### src/rtl/latch_probe.sv
// Purpose: serial stimulus/response tester for the on-die inverter/latch cell.
// Latency: 5 cycles per bit for an ideal cell, done 41 cycles after start is accepted.
// Backpressure: none; start is taken only in IDLE and dropped otherwise, with no queueing.
//
// Ports:
//   clk, rst        single clock domain; synchronous active-high reset
//   start           1-cycle request, sampled only in IDLE
//   pattern_in      8-bit stimulus, driven MSB first, captured on an accepted start
//   mode            0 = inverting cell (expect ~bit), 1 = transparent latch (expect bit)
//   cell_out        asynchronous cell response, enters a 2-flop synchroniser
//   cell_drv        registered drive to the cell input; holds its last value after DONE
//   busy            high from the cycle after start acceptance until DONE exits
//   done            1-cycle pulse, visible together with the final results
//   pass            err_count==0, updated in DONE, held until the next accepted start
//   err_count       mismatching/timed-out bits, saturating at 15
//   max_delay       worst per-bit match delay in cycles (MAX_WAIT on timeout)
//   timeout         sticky per run; set if any bit times out
module latch_probe #(
  parameter int unsigned MAX_WAIT  = 12,
  parameter int unsigned CMP_START = 3
) (
  input  logic       clk,
  input  logic       rst,
  input  logic       start,
  input  logic [7:0] pattern_in,
  input  logic       mode,
  input  logic       cell_out,
  output logic       cell_drv,
  output logic       busy,
  output logic       done,
  output logic       pass,
  output logic [3:0] err_count,
  output logic [3:0] max_delay,
  output logic       timeout
);

  typedef enum logic [2:0] {
    S_IDLE,
    S_DRIVE,
    S_WAIT,
    S_NEXT,
    S_DONE
  } state_t;

  localparam logic [3:0] MAX_WAIT_C  = 4'(MAX_WAIT);
  localparam logic [3:0] CMP_START_C = 4'(CMP_START);

  state_t     state_q, state_d;
  logic [7:0] pattern_q, pattern_d;
  logic       mode_q, mode_d;
  logic [2:0] idx_q, idx_d;
  logic [3:0] wait_cnt_q, wait_cnt_d;
  logic       sync1_q, sync1_d;
  logic       sync2_q, sync2_d;
  logic       cell_drv_q, cell_drv_d;
  logic       busy_q, busy_d;
  logic       done_q, done_d;
  logic       pass_q, pass_d;
  logic [3:0] err_count_q, err_count_d;
  logic [3:0] max_delay_q, max_delay_d;
  logic       timeout_q, timeout_d;

  logic       exp_bit;
  logic       cmp_en;

  always_comb begin
    state_d     = state_q;
    pattern_d   = pattern_q;
    mode_d      = mode_q;
    idx_d       = idx_q;
    wait_cnt_d  = wait_cnt_q;
    sync1_d     = cell_out;
    sync2_d     = sync1_q;
    cell_drv_d  = cell_drv_q;
    busy_d      = busy_q;
    done_d      = 1'b0;
    pass_d      = pass_q;
    err_count_d = err_count_q;
    max_delay_d = max_delay_q;
    timeout_d   = timeout_q;

    exp_bit = mode_q ? pattern_q[idx_q] : ~pattern_q[idx_q];
    // The first CMP_START-1 wait cycles are the synchroniser still carrying
    // the response to the previous drive, so they are never compared.
    cmp_en  = (wait_cnt_q >= CMP_START_C);

    case (state_q)
      S_IDLE: begin
        if (start) begin
          pattern_d   = pattern_in;
          mode_d      = mode;
          err_count_d = 4'd0;
          max_delay_d = 4'd0;
          timeout_d   = 1'b0;
          pass_d      = 1'b0;
          idx_d       = 3'd7;
          busy_d      = 1'b1;
          state_d     = S_DRIVE;
        end
      end

      S_DRIVE: begin
        cell_drv_d = pattern_q[idx_q];
        wait_cnt_d = 4'd1;
        state_d    = S_WAIT;
      end

      S_WAIT: begin
        if (cmp_en && (sync2_q == exp_bit)) begin
          if (wait_cnt_q > max_delay_q) begin
            max_delay_d = wait_cnt_q;
          end
          state_d = S_NEXT;
        end else if (wait_cnt_q == MAX_WAIT_C) begin
          if (err_count_q != 4'hF) begin
            err_count_d = err_count_q + 4'd1;
          end
          timeout_d   = 1'b1;
          max_delay_d = MAX_WAIT_C;
          state_d     = S_NEXT;
        end else begin
          wait_cnt_d = wait_cnt_q + 4'd1;
        end
      end

      S_NEXT: begin
        if (idx_q == 3'd0) begin
          state_d = S_DONE;
        end else begin
          idx_d   = idx_q - 3'd1;
          state_d = S_DRIVE;
        end
      end

      S_DONE: begin
        // done, pass and the falling busy all become visible on the same edge.
        done_d  = 1'b1;
        pass_d  = (err_count_q == 4'd0);
        busy_d  = 1'b0;
        state_d = S_IDLE;
      end

      default: begin
        state_d = S_IDLE;
      end
    endcase
  end

  always_ff @(posedge clk) begin
    if (rst) begin
      state_q     <= S_IDLE;
      pattern_q   <= 8'd0;
      mode_q      <= 1'b0;
      idx_q       <= 3'd0;
      wait_cnt_q  <= 4'd0;
      sync1_q     <= 1'b0;
      sync2_q     <= 1'b0;
      cell_drv_q  <= 1'b0;
      busy_q      <= 1'b0;
      done_q      <= 1'b0;
      pass_q      <= 1'b0;
      err_count_q <= 4'd0;
      max_delay_q <= 4'd0;
      timeout_q   <= 1'b0;
    end else begin
      state_q     <= state_d;
      pattern_q   <= pattern_d;
      mode_q      <= mode_d;
      idx_q       <= idx_d;
      wait_cnt_q  <= wait_cnt_d;
      sync1_q     <= sync1_d;
      sync2_q     <= sync2_d;
      cell_drv_q  <= cell_drv_d;
      busy_q      <= busy_d;
      done_q      <= done_d;
      pass_q      <= pass_d;
      err_count_q <= err_count_d;
      max_delay_q <= max_delay_d;
      timeout_q   <= timeout_d;
    end
  end

  assign cell_drv  = cell_drv_q;
  assign busy      = busy_q;
  assign done      = done_q;
  assign pass      = pass_q;
  assign err_count = err_count_q;
  assign max_delay = max_delay_q;
  assign timeout   = timeout_q;

endmodule

### config.mk
export PLATFORM = sky130hd
export DESIGN_NAME = latch_probe
export DESIGN_NICKNAME = d
export VERILOG_FILES = /design/src/rtl/latch_probe.sv
export SDC_FILE = /design/constraint.sdc
export NUM_CORES = 1
export LEC_CHECK = 0
export ABC_AREA = 1
export ABC_CLOCK_PERIOD_IN_PS = 2180
export CAP_MARGIN = 20
export CORE_ASPECT_RATIO = 1.1
export CORE_MARGIN = 2
export CORE_UTILIZATION = 35
export DETAILED_ROUTE_END_ITERATION = 16
export SLEW_MARGIN = 20
export SYNTH_ARGS = -nofsm -noshare
export SYNTH_HDL_FRONTEND = slang
export SYNTH_SLANG_ARGS = --single-unit
### constraint.sdc
create_clock -name clk -period 2.18 [get_ports clk]
set_input_delay 0.327 -clock clk [delete_from_list [all_inputs] [get_ports clk]]
set_output_delay 0.327 -clock clk [all_outputs]
set_load 0.005 [all_outputs]
==> flow_summary.ini, run 1 <==
[synth]
yosysSeqAreaShare_pct = 38.6
synth_top_flop_cell = dfxtp_1
synth.cell_area_mm2 = 0.00176
ys_types = 28
synth_edf_count = 0
synth_cells = 234
ys_warn_count = 0
yosys.area.top_type = dfxtp_1
synth_top_area_share_pct = 38.6
synth-seq-cells = 34
synthTopCellsByArea = dfxtp_1 (39%), inv_1 (7.5%), nand2_1 (7.5%), ha_1 (7.1%), a21oi_1 (6.3%)
syn_nets = 257
synthArstFlopShare_pct = 0
avgSynthCellArea_um2 = 7.53

[setup_path]
worstReg2RegEnd = wait_cnt_q[3]
r2r_start = wait_cnt_q[0]
path_class = register to register
end_kind = register
critical_path_peak_fanout = 5
crit_arrival_ns = 1.97
startpoint = wait_cnt_q[0]
ff2ff_path_depth = 8
cp-start-kind = register
r2r_slack_ns = 0.40
cp.required_ns = 2.37

[finish]
synthToLayoutAreaGrowth_pct = 23.2
multiInputGateArea_um2 = 916
drive_above_1_share_pct = 12.1
fillers = 505
seq_area_um2 = 681
stdcell_count = 322
finalNetCount = 286
num_antenna_cells = 0

[global_routing]
gr-usage-all-layers_pct = 15.5
overflow = 0
grt_first_pass_wirelength_um = 6850
grt_antenna_before_repair = 0
grt_pass1_vias = 1534
grt_max_degree = 18

[run_status]
outcome = finished, final reports clean

[timing]
max_freq_mhz = 562
setup_violations = 0
min_period_ns = 1.78
setup_tns_ns = 0
fin_worst_skew_ns = 0.00913
slew_headroom_pct = 68.5
rsz0062_at_grt = false
final_max_slew_viol_count = 0
worst_pin_slew_ns = 0.468
period_share_pct = 81.7
finalHoldViolCount = 0
hold_ws_ns = 0.409

[clock_network]
clock-sinks = 34
root_buffer = clkbuf_8
cts_resized = 0
cts_tree = yes
path_clk_slew_ns = 0.07
clock_latency_ns = 0.29
cts_buffer_depth = 2
cts_hold_buf = 0
post_cts_buffers = 0
htree_levels = 2
cts_inserted_buffers = 5

[hold_path]
min_to = sync2_q
hp-start = sync1_q
hold_depth = 2
hold_class = register to register

[detailed_routing]
drt-total-wl_um = 3780
ant_nets = 0
drt-pass1-iter-count = 4
via_count = 1595
wl_per_cell_um = 11.7
drt-initial-drc-count = 80
via_per_inst = 4.95
drc = 0

[power_and_ir_drop]
ir_drop_uv = 458
leakagePower_nw = 0.897
power_density_mw_per_mm2 = 1130

[job]
maxCapViolations = 0

[placed_design]
port_buffers = 25
routabilityCongestion = 0.796
dp_cells = 314
dp_hpwl_um = 2830

[floorplanning]
ios = 26
rows = 27
dieArea_mm2 = 0.00562
die_h_um = 78.4
core_area_mm2 = 0.00493
initial_core_util_pct = 35.7
die_w_um = 71.6
[kinds of logic after synthesis]
group / share of synthesized area, %
compound gates: 17.5
xor+xnor: 0.994
fa+ha+maj: 7.10
buf+inv: 9.38
flops: 38.6
simple gates: 26.4
[stage by stage]
| stage | util [%] | setup WS, ns | power [W] | cell area (um^2) |
|---|---|---|---|---|
| after global routing | 44.0 | 0.146 | 0.00268 | 2170 |
| final | 44.0 | 0.400 | 0.00245 | 2170 |
| after floorplan | - | 0.640 | 0.00165 | 1760 |
| after detailed placement | 42.2 | 0.410 | 0.00198 | 2080 |
| after global placement | 42.2 | 0.417 | 0.00197 | 2080 |
| after CTS | 44.0 | 0.399 | 0.00248 | 2170 |
[placed cells by master, fill, tap and decap left out]
master           Yosys  layout
nor2_1              16      16
clkbuf_1             4       1
nand2_1             35      35
inv_1               35      35
inv_2                2       2
a21oi_1             22      22
clkbuf_8             0       6
nor3_1               5       5
o21ai_1              3       3
buf_4                0       2
o21ba_2              1       1
xor2_1               1       1
nand3_1             19      19
nand2_2              7       7
a31oi_2              1       1
xnor2_1              1       1
a21oi_2              2       2
clkinv_2             0       1
nor2_4               1       1
o21ai_0             16      16
a311oi_4             1       1
nand3_2              5       5
nand4_2              1       1
nand2_4              1       1
inv_4                1       1
nand4_1              4       4
a31oi_1              3       3
ha_1                10      10
clkdlybuf4s50_1      0      25
dfxtp_1             34      34
a311oi_1             2       2
[synth_stat cells (2+ instances only)]
library cell / number
inv_1: 35
nand2_1: 35
dfxtp_1: 34
a21oi_1: 22
nand3_1: 19
nor2_1: 16
o21ai_0: 16
ha_1: 10
nand2_2: 7
nand3_2: 5
nor3_1: 5
clkbuf_1: 4
nand4_1: 4
a31oi_1: 3
o21ai_1: 3
a21oi_2: 2
a311oi_1: 2
inv_2: 2
[how the worst max path moves through the flow]
stage | endpoint | cells past startpoint
after detailed placement | wait_cnt_q[3] | 8
after floorplan | wait_cnt_q[2] | 8
after CTS | wait_cnt_q[3] | 8
after global placement | wait_cnt_q[3] | 8
after global routing | idx_q[1] | 8
final | wait_cnt_q[3] | 8
[registers in the layout, summed over array words and instances (netlist names)]
| signal | flops |
|---|---|
| wait_cnt_q | 4 |
| busy | 1 |
| idx_q | 3 |
| done | 1 |
| max_delay | 4 |
| pattern_q | 8 |
| sync2_q | 1 |
| timeout | 1 |
| mode_q | 1 |
| sync1_q | 1 |
| err_count | 4 |
| pass | 1 |
| state_q | 3 |
| cell_drv | 1 |
[worst max-delay path, stage by stage (launching register included)]
cell	delay (ns)
dfxtp_1	0.40
inv_1	0.10
ha_1	0.22
a31oi_2	0.39
nand2_2	0.12
nand2_1	0.15
nand2_1	0.09
o21ai_0	0.15
a21oi_1	0.05
[report_power, final]
group | total (W) | switching, W | internal (W) | leakage (nW)
clock network | 0.000482 | 0.000227 | 0.000255 | 0.0482
registers | 0.000863 | 0.0000997 | 0.000763 | 0.279
logic | 0.00110 | 0.000656 | 0.000446 | 0.570
[metal layers]
layer / part of all wire (%) / track usage [%] / wire length (um) / vias up
met2: 48 / 26.9 / 1830 / 38
met4: 2.1 / 6.79 / 81 / 0
li1: - / - / - / 830
met3: 4.4 / 3.34 / 167 / 8
met5: 0 / 0 / 0 / -
met1: 45 / 18.0 / 1700 / 719
[area by class of cell]
| class | count | area share (%) |
|---|---|---|
| timing repair buffer | 27 | 12.2 |
| clock inverter | 1 | 0.231 |
| multi-input combinational | 157 | 42.2 |
| tap | 58 | 3.34 |
| clock buffer | 7 | 3.98 |
| sequential | 34 | 31.4 |
| inverter | 38 | 6.69 |
Note: power is estimated with default switching activity, not from simulation.
==> run 2, diff against run 1 <==
Settings changed: ABC_CLOCK_PERIOD_IN_PS 2180 to 1550.
Clock period 2.18 ns to 1.55 ns, I/O delays scaled along.
==> run 2 against run 1 <==
Final cell count is 11% higher. First-iteration DRC count down 44%. Power rose by 86%. Critical path depth increased by 5. Die area stayed put. Sequential cell count unchanged. Worst setup slack got worse by 0.40 ns. Clock-buffer cell count down 2. Sequential power rose by 43%. Core utilization increased by 11 points. Sequential share of layout area fell by 5.6 points. Via count grew 6.1%. Critical endpoint is now err_count[0].
==> flow_summary.ini, run 2 (synthesis results as in run 1) <==
[clock_network]
cts_tree = yes
cts_inserted_buffers = 5
clock_latency_ns = 0.29
root_buffer = clkbuf_8
htree_levels = 2
clock-sinks = 34
cts_hold_buf = 0
cts_buffer_depth = 2
path_clk_slew_ns = 0.07

[finish]
finalNetCount = 320
multiInputGateArea_mm2 = 0.00112
top_register = pattern_q
synthToLayoutAreaGrowth_pct = 53.1
final_common_cell = buf_4
seq_area_um2 = 694
largest_reg_flops = 8
drive_above_1_share_pct = 36.9
fillers = 465
final_cell_mix = buf_4 (35), inv_1 (31), nand2_1 (25), dfxtp_1 (25), clkdlybuf4s50_1 (25)
num_antenna_cells = 0

[detailed_routing]
wl_per_cell_um = 11.6
drc = 0
ant_nets = 0
drt-pass1-iter-count = 4
drt-initial-drc-count = 45
drt-total-wl_um = 4130
via_count = 1692
via_per_inst = 4.75

[global_routing]
grt_max_degree = 18
overflow = 0
gr-usage-all-layers_pct = 15.4
grt_antenna_before_repair = 0
grt_pass1_vias = 1560
grt_first_pass_wirelength_um = 6870

[setup_path]
cp-start-kind = register
r2r_slack_ns = 0.005
max_stage_delay_ns = 0.37
path_class = register to register
r2r_start = idx_q[0]
crit_arrival_ns = 1.77
end_kind = register
worstReg2RegEnd = err_count[0]
cp.required_ns = 1.77
cp_slowest_cell = dfxtp_4
path_cells = inv_4, nand2_1, nand3_2, nand3_4, nand2_4, nand2_2, nand2_4, nand3_2, nand2_2, inv_4, nand2_4, nand2_2, a21oi_2
ff2ff_path_depth = 13
critical_path_peak_fanout = 7

[timing]
slew_headroom_pct = 76.7
max_freq_mhz = 647
fin_worst_skew_ns = 0.00850
final_max_slew_viol_count = 0
min_period_ns = 1.55
worst_slack_ns = 0.00457
setup_violations = 0
worst_pin_slew_ns = 0.349
period_share_pct = 99.7
finalHoldViolCount = 0
setup_tns_ns = 0
rsz0062_at_grt = true

[placed_design]
dp_hpwl_um = 3000
dp_slack_ns = -0.131
routabilityCongestion = 0.810
port_buffers = 25

[run_status]
outcome = finished, final reports clean

[floorplanning]
die_w_um = 71.6
initial_core_util_pct = 35.7
die_h_um = 78.4
rows = 27
ios = 26
core_area_mm2 = 0.00493
dieArea_mm2 = 0.00562

[power_and_ir_drop]
p_total_w = 0.00454
leakagePower_nw = 1.13
power_density_mw_per_mm2 = 1690
ir_drop_uv = 702

[hold_path]
min_to = sync2_q
hp-start = sync1_q
hold_depth = 2
hold_class = register to register

[job]
maxCapViolations = 0
run 2: cell count changes in the layout (fill, tap and decap cells not counted), moves of 6 or more:
| cell | change |
|---|---|
| buf_4 | +33 |
| nand2_1 | -10 |
| nand2_4 | +6 |
| dfxtp_2 | +8 |
| dfxtp_1 | -9 |
| nand3_1 | -6 |
run 2: worst max-delay path by stage:
stage / startpoint / end / slack, ns / cells after the start
6_report: idx_q[0] / err_count[0] / 0.005 / 13
5_1_grt: idx_q[0] / max_delay[1] / -0.14 / 13
4_1_cts: idx_q[0] / max_delay[0] / 0.004 / 13
3_5_place_dp: idx_q[0] / max_delay[0] / -0.13 / 13
3_3_place_gp: idx_q[0] / max_delay[1] / -0.12 / 13
2_1_floorplan: wait_cnt_q[0] / wait_cnt_q[2] / 0.01 / 8
run 2: area by class of cell:
class	instances	share of cell area (%)
well taps	58	2.69
flip-flops and latches	34	25.8
multi-input cells	157	41.5
clock buffers	5	2.55
inverters	38	5.48
clock inverters	3	2.55
repair buffers	61	19.4
run 2: where the power goes:
part           switching, W  internal (W)
Combinational       0.00123       0.00110
Clock              0.000348      0.000644
Sequential         0.000140       0.00109
Total               0.00171       0.00283
run 2: timing repair:
action,in CTS,in global routing
endpoints found under the setup margin,14,14
cloned,0,0
resized for setup,20,43
setup buffers,2,4
pin swaps,9,19
hold endpoints to repair,0,0
run 2: worst max-delay path: cells and delay by family, from the launching register on:
kind                   cells  cell delay [ns]
AOI/OAI and AO/OA          1             0.14
and+or+nand+nor           10             0.82
DFF                        1             0.37
buffers and inverters      2             0.13
run 2: per-layer routing:
| layer | wire [um] | global-route usage [%] | up-vias | share of wire, % |
|---|---|---|---|---|
| li1 | - | - | 900 | - |
| met4 | 53 | 6.23 | 0 | 1.3 |
| met2 | 2080 | 25.9 | 25 | 50 |
| met3 | 128 | 3.72 | 4 | 3.1 |
| met5 | 0 | 0 | - | 0 |
| met1 | 1860 | 18.5 | 763 | 45 |
run 2: per-stage QoR:
stage | instances | cell area [um^2] | hold slack [ns] | utilization (%)
6_report | 356 | 2700 | 0.409 | 54.7
4_1_cts | 352 | 2500 | 0.410 | 50.7
5_1_grt | 356 | 2700 | 0.461 | 54.7
3_3_place_gp | 342 | 2290 | 0.390 | 46.4
3_5_place_dp | 342 | 2290 | 0.400 | 46.4
2_1_floorplan | 234 | 1760 | 0.339 | -
